<file path="src/rtl/pbit_update_if.sv">
// Handshake bundle for one p-bit update stage: MAC current in, p-bit state out.
interface pbit_update_if;
  logic              in_valid;
  logic              in_ready;
  logic signed [5:0] I_in;
  logic              clamp_en;
  logic              clamp_val;
  logic              out_valid;
  logic              out_ready;
  logic              p_out;

  modport master (
    output in_valid, I_in, clamp_en, clamp_val, out_ready,
    input  in_ready, out_valid, p_out
  );

  modport slave (
    input  in_valid, I_in, clamp_en, clamp_val, out_ready,
    output in_ready, out_valid, p_out
  );
endinterface

</file>
<file path="src/rtl/pbit_update.sv">
// Stochastic p-bit neuron: p = sgn(sat(I << GAIN_SHIFT) + r), r from a 16-bit LFSR.
// Two register stages (scaled current + noise sample, then the p-bit state) with
// valid/ready backpressure. Optional macro PBIT_FLIP_CNT_EN adds flip_count_o,
// a saturating count of stage-2 loads that change the p-bit.
module pbit_update #(
  parameter int          GAIN_SHIFT = 4,
  parameter logic [15:0] SEED       = 16'hACE1
) (
  input  logic          clk,
  input  logic          rst,
  pbit_update_if.slave  pb
`ifdef PBIT_FLIP_CNT_EN
  ,
  output logic [15:0]   flip_count_o
`endif
);

  // A zero seed would lock the LFSR at zero forever.
  localparam logic [15:0] SEED_EFF = (SEED == 16'h0000) ? 16'hACE1 : SEED;

  logic [15:0]       lfsr_q, lfsr_d;
  logic signed [8:0] s_q, s_d;
  logic signed [7:0] r_q, r_d;
  logic              s1_valid_q, s1_valid_d;
  logic              out_valid_q, out_valid_d;
  logic              p_out_q, p_out_d;

  logic               accept;
  logic               stage2_load;
  logic               in_ready;
  logic               lfsr_fb;
  logic signed [11:0] shifted;
  logic signed [8:0]  s_sat;
  logic signed [9:0]  sum;
  logic               p_next;

  // Handshake qualifiers: stage 2 drains when the output slot is free or being consumed.
  always_comb begin
    stage2_load = s1_valid_q & (~out_valid_q | pb.out_ready);
    in_ready    = ~s1_valid_q | stage2_load;
    accept      = pb.in_valid & in_ready;
  end

  // Gain scaling and saturation of the input current to [-128, +128].
  always_comb begin
    shifted = $signed({{6{pb.I_in[5]}}, pb.I_in}) <<< GAIN_SHIFT;
    if (shifted > 12'sd128)       s_sat = 9'sd128;
    else if (shifted < -12'sd128) s_sat = -9'sd128;
    else                          s_sat = shifted[8:0];
  end

  // Noise comparison and clamp override applied at the moment stage 2 loads.
  always_comb begin
    sum     = {s_q[8], s_q} + {{2{r_q[7]}}, r_q};
    p_next  = ~sum[9];
    if (pb.clamp_en) p_next = pb.clamp_val;
    lfsr_fb = lfsr_q[15] ^ lfsr_q[13] ^ lfsr_q[12] ^ lfsr_q[10];
  end

  // Next-state logic for both pipeline stages and the LFSR.
  always_comb begin
    lfsr_d      = lfsr_q;
    s_d         = s_q;
    r_d         = r_q;
    s1_valid_d  = s1_valid_q;
    p_out_d     = p_out_q;
    out_valid_d = out_valid_q & ~pb.out_ready;
    if (accept) begin
      // r is sampled from the pre-advance LFSR value.
      lfsr_d = {lfsr_q[14:0], lfsr_fb};
      s_d    = s_sat;
      r_d    = $signed(lfsr_q[7:0]);
    end
    if (accept)           s1_valid_d = 1'b1;
    else if (stage2_load) s1_valid_d = 1'b0;
    if (stage2_load) begin
      p_out_d     = p_next;
      out_valid_d = 1'b1;
    end
  end

  // State registers with synchronous reset.
  always_ff @(posedge clk) begin
    if (rst) begin
      lfsr_q      <= SEED_EFF;
      s_q         <= '0;
      r_q         <= '0;
      s1_valid_q  <= 1'b0;
      out_valid_q <= 1'b0;
      p_out_q     <= 1'b0;
    end else begin
      lfsr_q      <= lfsr_d;
      s_q         <= s_d;
      r_q         <= r_d;
      s1_valid_q  <= s1_valid_d;
      out_valid_q <= out_valid_d;
      p_out_q     <= p_out_d;
    end
  end

`ifdef PBIT_FLIP_CNT_EN
  logic [15:0] flip_q, flip_d;

  // Saturating count of loads that change the visible p-bit.
  always_comb begin
    flip_d = flip_q;
    if (stage2_load && (p_next != p_out_q) && (flip_q != 16'hFFFF))
      flip_d = flip_q + 16'd1;
  end

  // Flip counter register.
  always_ff @(posedge clk) begin
    if (rst) flip_q <= '0;
    else     flip_q <= flip_d;
  end

  assign flip_count_o = flip_q;
`endif

  assign pb.in_ready  = in_ready;
  assign pb.out_valid = out_valid_q;
  assign pb.p_out     = p_out_q;

endmodule

</file>
<file path="src/flat_wrapper.sv">
// flat-port wrapper written by rule: the top's interface ports become plain ports
module pbit_update_flat 
#(
  parameter int          GAIN_SHIFT = 4,
  parameter logic [15:0] SEED       = 16'hACE1
)
  (clk, rst, pb_in_valid, pb_I_in, pb_clamp_en, pb_clamp_val, pb_out_ready, pb_in_ready, pb_out_valid, pb_p_out);
  pbit_update_if pb_i ();
  input  logic clk;
  input  logic rst;
  input wire logic [$bits(pb_i.in_valid)-1:0] pb_in_valid;
  input wire logic [$bits(pb_i.I_in)-1:0] pb_I_in;
  input wire logic [$bits(pb_i.clamp_en)-1:0] pb_clamp_en;
  input wire logic [$bits(pb_i.clamp_val)-1:0] pb_clamp_val;
  input wire logic [$bits(pb_i.out_ready)-1:0] pb_out_ready;
  output wire logic [$bits(pb_i.in_ready)-1:0] pb_in_ready;
  output wire logic [$bits(pb_i.out_valid)-1:0] pb_out_valid;
  output wire logic [$bits(pb_i.p_out)-1:0] pb_p_out;
  assign pb_i.in_valid = pb_in_valid;
  assign pb_i.I_in = pb_I_in;
  assign pb_i.clamp_en = pb_clamp_en;
  assign pb_i.clamp_val = pb_clamp_val;
  assign pb_i.out_ready = pb_out_ready;
  assign pb_in_ready = pb_i.in_ready;
  assign pb_out_valid = pb_i.out_valid;
  assign pb_p_out = pb_i.p_out;
  pbit_update #(.GAIN_SHIFT(GAIN_SHIFT), .SEED(SEED)) u_core (.clk(clk), .rst(rst), .pb(pb_i));
endmodule
</file>
<file path="config.mk">
export PLATFORM = sky130hd
export DESIGN_NAME = pbit_update_flat
export DESIGN_NICKNAME = d
export VERILOG_FILES = /design/src/rtl/pbit_update_if.sv /design/src/rtl/pbit_update.sv /design/src/flat_wrapper.sv
export SDC_FILE = /design/constraint.sdc
export NUM_CORES = 1
export LEC_CHECK = 0
export BUFFER_PORTS_ARGS = -buffer_cell sky130_fd_sc_hd__buf_2
export CORE_MARGIN = 4
export CORE_UTILIZATION = 53
export DETAILED_ROUTE_END_ITERATION = 7
export HOLD_SLACK_MARGIN = 0.02
export PLACE_DENSITY = 0.78
export SLEW_MARGIN = 20
export SYNTH_ARGS = -nofsm -noshare
export SYNTH_HDL_FRONTEND = slang
export SYNTH_SLANG_ARGS = --single-unit
</file>
<file path="constraint.sdc">
create_clock -name clk -period 3.2 [get_ports clk]
set_input_delay 0 -clock clk [delete_from_list [all_inputs] [get_ports clk]]
set_output_delay 0 -clock clk [all_outputs]
set_load 0.05 [all_outputs]
</file>
==> results of run 1 <==
cell type report:
class | instances | area, um^2
multi-input cells | 88 | 559.3
flip-flops and latches | 27 | 540.5
repair buffers | 20 | 130.1
fillers | 191 | 733.2
clock inverters | 1 | 5.005
well taps | 27 | 33.78
inverters | 4 | 17.52
clock buffers | 3 | 22.52
report_power, final:
part | total (W) | leakage (nW) | switching (W) | internal [W]
sequential | 0.000371 | 0.223 | 0.0000132 | 0.000358
combinational | 0.0000843 | 0.287 | 0.0000456 | 0.0000387
clock | 0.000148 | 0.0177 | 0.000101 | 0.0000470
total | 0.000603 | 0.527 | 0.000160 | 0.000443
final timing paths:
path,endpoint,depth (start not counted),slack [ps]
hold / removal,u_core.pb.p_out,4,60
setup reg to reg,u_core.pb.p_out,4,1710
hold reg to reg,u_core.r_q[3],2,470
setup / recovery,pb_in_ready,5,1700
metrics by stage:
stage	setup WS (ps)	area, um^2
floorplan	1668	1192
global placement	1772	1221
detailed placement	1737	1221
CTS	1710	1309
global route	1609	1309
finish	1697	1309
layout by cell type (no fill, tap or decap), drive strengths merged, types with 2 or more instances in the layout:
| cell type | netlist | routed |
|---|---|---|
| dfxtp | 27 | 27 |
| xnor2 | 3 | 3 |
| nand2 | 2 | 2 |
| a21oi | 20 | 20 |
| a311oi | 2 | 2 |
| nand3 | 12 | 12 |
| dlygate4sd3 | 0 | 6 |
| and3 | 6 | 6 |
| inv | 4 | 4 |
| o2111ai | 3 | 3 |
| nor2 | 2 | 2 |
| ha | 4 | 4 |
| o21ai | 18 | 18 |
| a211o | 5 | 5 |
| nor3 | 2 | 2 |
| clkbuf | 4 | 3 |
| buf | 7 | 14 |
| nand3b | 3 | 3 |
repair_timing:
item                      in CTS  in global routing
gates resized for setup        0                  0
hold endpoints to repair       6                  0
hold buffers                   6                  0
kinds of logic (layout without fill, tap and decap cells):
| family | count (synthesis) | in the layout | synth area share, % |
|---|---|---|---|
| flip-flops | 27 | 27 | 45.33 |
| adder cells (fa/ha/maj) | 4 | 4 | 4.197 |
| XOR/XNOR | 3 | 3 | 2.204 |
| buffers and inverters | 15 | 28 | 7.764 |
| AO/OA/AOI/OAI | 50 | 50 | 24.87 |
| AND/OR/NAND/NOR | 31 | 31 | 15.64 |
routing by layer:
metal / routed length (um) / global-route usage, %
met4: 34 / 8.333
met3: 83 / 2.797
met2: 1083 / 26.01
met5: 0 / 0
met1: 1155 / 22.22
worst max-delay path, cell delays in order:
cell,delay (ps)
dlygate4sd3_1,540
buf_2,120
and3b_4,440
inv_4,150
buf_2,240
sequential cells by signal (all words and copies together) (netlist names):
register,count
u_core.s_q,5
u_core.lfsr_q,12
u_core.pb.out_valid,1
u_core.s1_valid_q,1
u_core.r_q,7
u_core.pb.p_out,1
==> results.txt, run 1 <==
- The later pin in the worst-skew pair is clocked with a latency of 330 ps.
* Synthesized area per cell: between 9 and 10 um^2
* Synth top cells by count: dfxtp_1, a21oi_1, o21ai_0
- Arrival @ worst endpoint: roughly 1500 ps
* I/O Buffers: 14
- The tree is rooted in a clkbuf_4.
- Most used flip-flop cell after synthesis: dfxtp_1
- CTS tree: built
- Post-synthesis cell type with the largest combined area: dfxtp_1
* Start point of the critical path: pb_out_ready
- Signed area change from the synthesized netlist to the final layout: 9.759%
- Number of cells in the design after placement: 160
- Worst endpoint required time: 3200 ps
- Static Leak: roughly 0.53 nW
- Max-cap violations in this run came to 0.
* Final Wtd Congestion: 0.7193
- Setup violations remaining at the end of the flow were counted as 0.
- The die covers 0.003072 mm^2.
- Worst slew margin relative to its limit: 66.36%
- Ranked by total cell area, the synthesized netlist is headed by dfxtp_1, a21oi_1, o21ai_0.
* Non-filler instance count after layout: 170
- TritonCTS created 3 clock buffers.
* Clock slew at the register clock pins of the worst setup and hold paths: 140 ps
- HP Start: pb_clamp_val
* Final global-route overflow total: 0
- Number of distinct standard cells referenced by the synthesized netlist: 27
- Synthesized net count: 146
- Initial core utilization: 58.39%
* Maximum number of pins on one net before global-route repair: 29
* Setup Skew: 4.635 ps
- Chip height: 55.43 um
- Initial antenna violation count: 0
- In this run the worst path has a maximum fanout of 24.
* Post-layout total power: ~0.00060 W
- For this run, the number of Yosys warnings is 0.
- The repair_antennas step left the layout with diodes totalling 0.
- Vias in the first global route: 957
- Async set-or-reset flop fraction in the synthesized netlist: 0%
- Layout cells sized above 1: 15.38%
- Post-CTS setup-driven buffer insertion count: 0
* Worst flop-to-flop path startpoint: u_core.r_q[6]
- The detailed router finished its first iteration with 41 violations.
* Setup repair after global routing missed its margin: no
- Sequential area share after synthesis: a little under half
* Core occupancy in the finished layout: 64.09%
* Hold slack final: 61.59 ps
- # nets final: 160
- The floorplan step defined a core boundary enclosing 0.002042 mm^2.
- Post-synth top area share: a little under half
- Power density relative to cell area: 460.8 mW/mm^2
- The floorplan has 16 rows.
- IO Count: 15
- For this run, the detailed router's first-pass iteration total came to 4.
- In this run the number of H-tree levels came out at 1.
- Synthesis-stage register bit count: 27
* Run status: finished clean
* Die X: about 55 um
* Global-route usage over all layers: 16.74%
- The mapped netlist covers ~0.0012 mm^2.
* Crit path time final: 1503 ps
- No sink is reached through more buffers than the 2 on the longest clock path.
- Remaining number of nets flagged by the antenna check after routing: 0
* Global-route wire length before repair: between 4000 and 5000 um
- Setup crit start kind: input pin
- In this run, synthesis inferred 0 flip-flops with an integrated enable.
- Clk sinks: 27
* Largest voltage drop on the vdd net: around 0.36 mV
- Detailed-route wire length: 2357 um
- Post-route DRC violation count: 0
- Setup Crit Path Kind: in -> out
- In this run the worst hold path is classified as in -> reg.
- Detailed placement ended at an HPWL of roughly 1500 um.
- Per-cell routed wire length: 13.86 um
- Count of endpoints failing hold in the final timing report: 0
- Type of element capturing the critical path: output port
- The cell count after synthesis came out at 130.
* Overall via count from detail_route: 1019
- The final-report max-slew violation count was 0.
- The most common cell in the synthesized netlist is dfxtp_1.
- Maximum frequency from static timing analysis: 665.3 MHz
- For the pin with the worst max-slew slack, the measured transition is 504.0 ps.
- The worst path uses 46.97% of the clock period.
- After detailed routing, the number of vias per cell comes to 5.994.
* Setup TNS after final layout: 0 ps
No activity file was read; power rests on OpenSTA's default activity.
==> inputs of run 2 (changes only) <==
- ABC_AREA: not set -> 1
- CORE_UTILIZATION: 53 -> 49
- PLACE_DENSITY: 0.78 -> 0.76
- clock period: 3.2 -> 1.35 ns (I/O delays scaled with it)
==> run 2 against run 1 <==
Net effect: flip-flop and latch count unchanged; power increased by 150%; global-route usage decreased by 0.68 points; via count decreased by 0.39%; routed wire length decreased by 0.13%; sequential share of layout area decreased by 1.8 points; synthesized cell count increased by 14%; count of clock-buffer cells in the layout unchanged; clock power increased by 150%; critical endpoint is now u_core.pb.p_out; largest cell class is now flip-flops and latches.
==> results.txt, run 2 <==
- Run status: finished clean
- Maximum fanout along the worst path: 4 (-83%)
* Worst flop-to-flop path startpoint: u_core.lfsr_q[8]
* Slew at the pin with the worst max-slew slack: 362.0 ps (-142.1 ps)
- Global-route usage over all layers: 16.06% (-0.68 points)
- Count leader, synth: nand2_1
- Combined area of all synthesized cells: 0.001140 mm^2 (-4.4%)
- The number of fill cells was 192 (+0.52%).
- The first-pass GRT wire length is 4050 um (-4.5%).
- The post-synth net total came to 164 (+12%).
- Most flop-heavy register: u_core.lfsr_q
* Initial antenna violation count: 0 (unchanged)
- The final-report max-slew violation count was 0 (unchanged).
- Setup crit start kind: flip-flop
- Tcrit/Tclk final: 93.91%
- After synthesis, the most frequently instantiated cells are nand2_1, dfxtp_1, nor2_1.
* Largest voltage drop on the vdd net: 0.7140 mV (+97%)
- FF+latch area: 543.0 um^2 (+0.46%)
- Clock slew at the register clock pins of the worst setup and hold paths: 150 ps (about the same)
- The net switching power figure came to 0.0004279 W (+170%).
- The number of clock sinks seen by CTS came to 27 (unchanged).
* CTS tree: built
- Maximum frequency from static timing analysis: 788.8 MHz
- The worst slew margin relative to its limit was 75.83% (+9.5 points).
- The count of warnings emitted by yosys was 0 (unchanged).
- Detailed Route Iter0 Violations: 18 (-56%)
* I/O Buffers: 14 (unchanged)
- Portion of total power attributed to sequential cells: 59.4% (-2.1 points)
- The number of hold violations in the final report is 0 (unchanged).
- Via-per-instance ratio: 5.025 (-16%)
* Most common cell after layout, fill and taps aside: nand2_1
* Power density relative to cell area: 1094 mW/mm^2 (+140%)
* Die footprint: 0.003162 mm^2 (+2.9%)
- The estimated wirelength of the detail-placed design came to 1533 um (-0.28%).
* Final Wtd Congestion: 0.8141 (+13%)
- Remaining number of nets flagged by the antenna check after routing: 0 (unchanged)
- H-tree depth reported by CTS: 1 (unchanged)
- Top cells by area, synth: dfxtp_1, nand2_1, nor2_1
- The worst-case setup margin in the final layout is 82.21 ps (-1615 ps).
- Static Leak: 0.6250 nW (+19%)
* Core Area: 0.002212 mm^2 (+8.3%)
- Worst endpoint required time: 1590 ps (-1610 ps)
- The reg2reg setup slack came to 80 ps (-1630 ps).
* Post-synthesis cell type with the largest combined area: dfxtp_1
- Switching fraction of total power: 28.43% (+2.0 points)
- In this run the critical register-to-register path is captured at u_core.pb.p_out.
* Maximum clock insertion buffer count: 2 (unchanged)
- Setup TNS after final layout: 0 ps (unchanged)
- Buffer type at the clock tree root: clkbuf_4
* Post-route DRC violation count: 0 (unchanged)
- Initial core utilization: 51.53% (-6.9 points)
* Synthesized area per cell: 7.702 um^2 (-16%)
- Top flop regs: u_core.lfsr_q (12), u_core.r_q (7), u_core.s_q (5)
- Synthesis-stage register bit count: 27 (unchanged)
- The number of nets in the finished design came to 191 (+19%).
- The core occupancy in the finished layout was 62.22% (-1.9 points).
- Placement Rows: 17 (+1)
* Per-cell routed wire length: 11.65 um (-16%)
* Final setup violation count: 0 (unchanged)
* Maximum number of pins on one net before global-route repair: 21 (-28%)
- The clock latency of the later-clocked register in the worst-skew pair came to 330 ps (about the same).
- Setup Crit Path Kind: reg -> reg
- The path with the worst hold slack has its endpoint at u_core.s1_valid_q.
* Chip height: 56.23 um (+1.4%)
* Clock buffer count from CTS: 3 (unchanged)
- Path type of the worst min-delay path: in -> reg
* Type of element capturing the critical path: flip-flop
- Setup Skew: 2.223 ps (-2.413 ps)
- The cell depth of the worst min-delay path was 3 (-1).
- The wire length after detailed routing came to 2354 um (-0.13%).
* Highest-count cells in the layout ignoring fill and taps: nand2_1, nor2_1, dfxtp_1
- The power share of the combinational group was 16.5% (+2.5 points).
- The routed design could run at a clock period as short as between 1000 and 1500 ps.
* Placement Setup Slack: 115.0 ps (-1622 ps)
- The number of synthesized flops with an enable pin was 0 (unchanged).
- Sequential area share after synthesis: 47.42% (+2.1 points)
- The count of cell types in the netlist is 18 (-33%).
- The number of flip-flops under the largest register name was 12 (unchanged).
* Post-layout total power: 0.001505 W (+150%)
- Layout cells sized above 1: 16.09% (+0.71 points)
- Post-synth top area share: 47.42% (+2.1 points)
- Count of max-cap constraint violations: 0 (unchanged)
- The cell-internal power was 0.001077 W (+140%).
* 1st-pass router iterations: 4 (unchanged)
- Overall via count from detail_route: 1015 (-0.39%)
* Signed area change from the synthesized netlist to the final layout: 20.75%
* Proportion of power drawn by the clock network: 24.1% (-0.4 points)
- Worst Reg-to-Reg Cells: 7 (+3)
* Multi-input combinational cell area: 531.8 um^2 (-4.9%)
- Cells after synthesis: 148 (+14%)
* Most used flip-flop cell after synthesis: dfxtp_1
- Final global-route overflow total: 0 (unchanged)
* Arrival @ worst endpoint: 1510 ps (about the same)
- Hold slack final: 28.82 ps (-32.77 ps)
* Async set-or-reset flop fraction in the synthesized netlist: 0% (unchanged)
- The count of pins on the block boundary came to 15 (unchanged).
* Die X: 56.23 um (+1.4%)
* Vias in the first global route: 981 (+2.5%)
- HP Start: pb_in_valid
- The number of diodes added for antenna fixing is 0 (unchanged).
-- run 2: worst max-delay path, cell delays in order, from the launching register on --
cell	delay [ps]
dfxtp_2	380
ha_1	300
nand2_1	70
nand2_1	50
nor2_1	120
nand3_1	100
nand3_1	110
a21oi_1	60
-- run 2: cells by family (layout without fill, tap and decap cells) --
kind of cell	count (synthesis)	count (layout)	synth area share [%]
AO/OA/AOI/OAI	25	25	11.31
flip-flops	27	27	47.42
XOR/XNOR	2	2	1.537
buffers and inverters	15	41	7.683
AND/OR/NAND/NOR	75	75	27.66
adder cells (fa/ha/maj)	4	4	4.391
-- run 2: power groups by stage --
stage	Combinational, W	Sequential, W	Clock (W)
2_1_floorplan	0.000156	0.000916	0
3_3_place_gp	0.000207	0.000906	0
3_5_place_dp	0.000215	0.000909	0
4_1_cts	0.000241	0.000891	0.000367
5_1_grt	0.000280	0.000904	0.000404
6_report	0.000248	0.000895	0.000363
-- run 2: worst max path at each step --
stage	start	end
finish	u_core.lfsr_q[8]	u_core.pb.p_out
detailed placement	u_core.lfsr_q[8]	u_core.pb.p_out
global placement	u_core.lfsr_q[8]	u_core.pb.p_out
floorplan	u_core.pb.out_valid	u_core.s_q[7]
global route	u_core.lfsr_q[8]	u_core.pb.p_out
CTS	u_core.lfsr_q[8]	u_core.pb.p_out
-- run 2: final cells by class --
type | instances | area share [%]
multi-input cells | 106 | 38.64
repair buffers | 28 | 14.73
inverters | 9 | 2.455
flip-flops and latches | 27 | 39.45
well taps | 28 | 2.545
clock buffers | 3 | 1.636
clock inverters | 1 | 0.5455
-- run 2: what timing repair did --
action / in CTS / in global routing
hold buffers: 11 / 0
hold endpoints to repair: 12 / 0
endpoints found under the setup margin: 0 / 1
resized for setup: 0 / 2
buffers inserted: 0 / 0
-- run 2: metal layers --
layer / GRT usage, % / part of all wire [%] / up-vias / wire, um
li1: - / - / 529 / -
met1: 18.28 / 47 / 461 / 1108
met2: 27.55 / 48 / 19 / 1119
met3: 4.176 / 2.8 / 6 / 65
met4: 7.797 / 2.5 / 0 / 60
met5: 0 / 0 / - / 0
-- run 2: stage by stage --
step | instance area, um^2 | std cells
floorplan | 1149 | 148
global placement | 1222 | 187
detailed placement | 1222 | 187
CTS | 1363 | 202
global route | 1376 | 202
finish | 1376 | 202
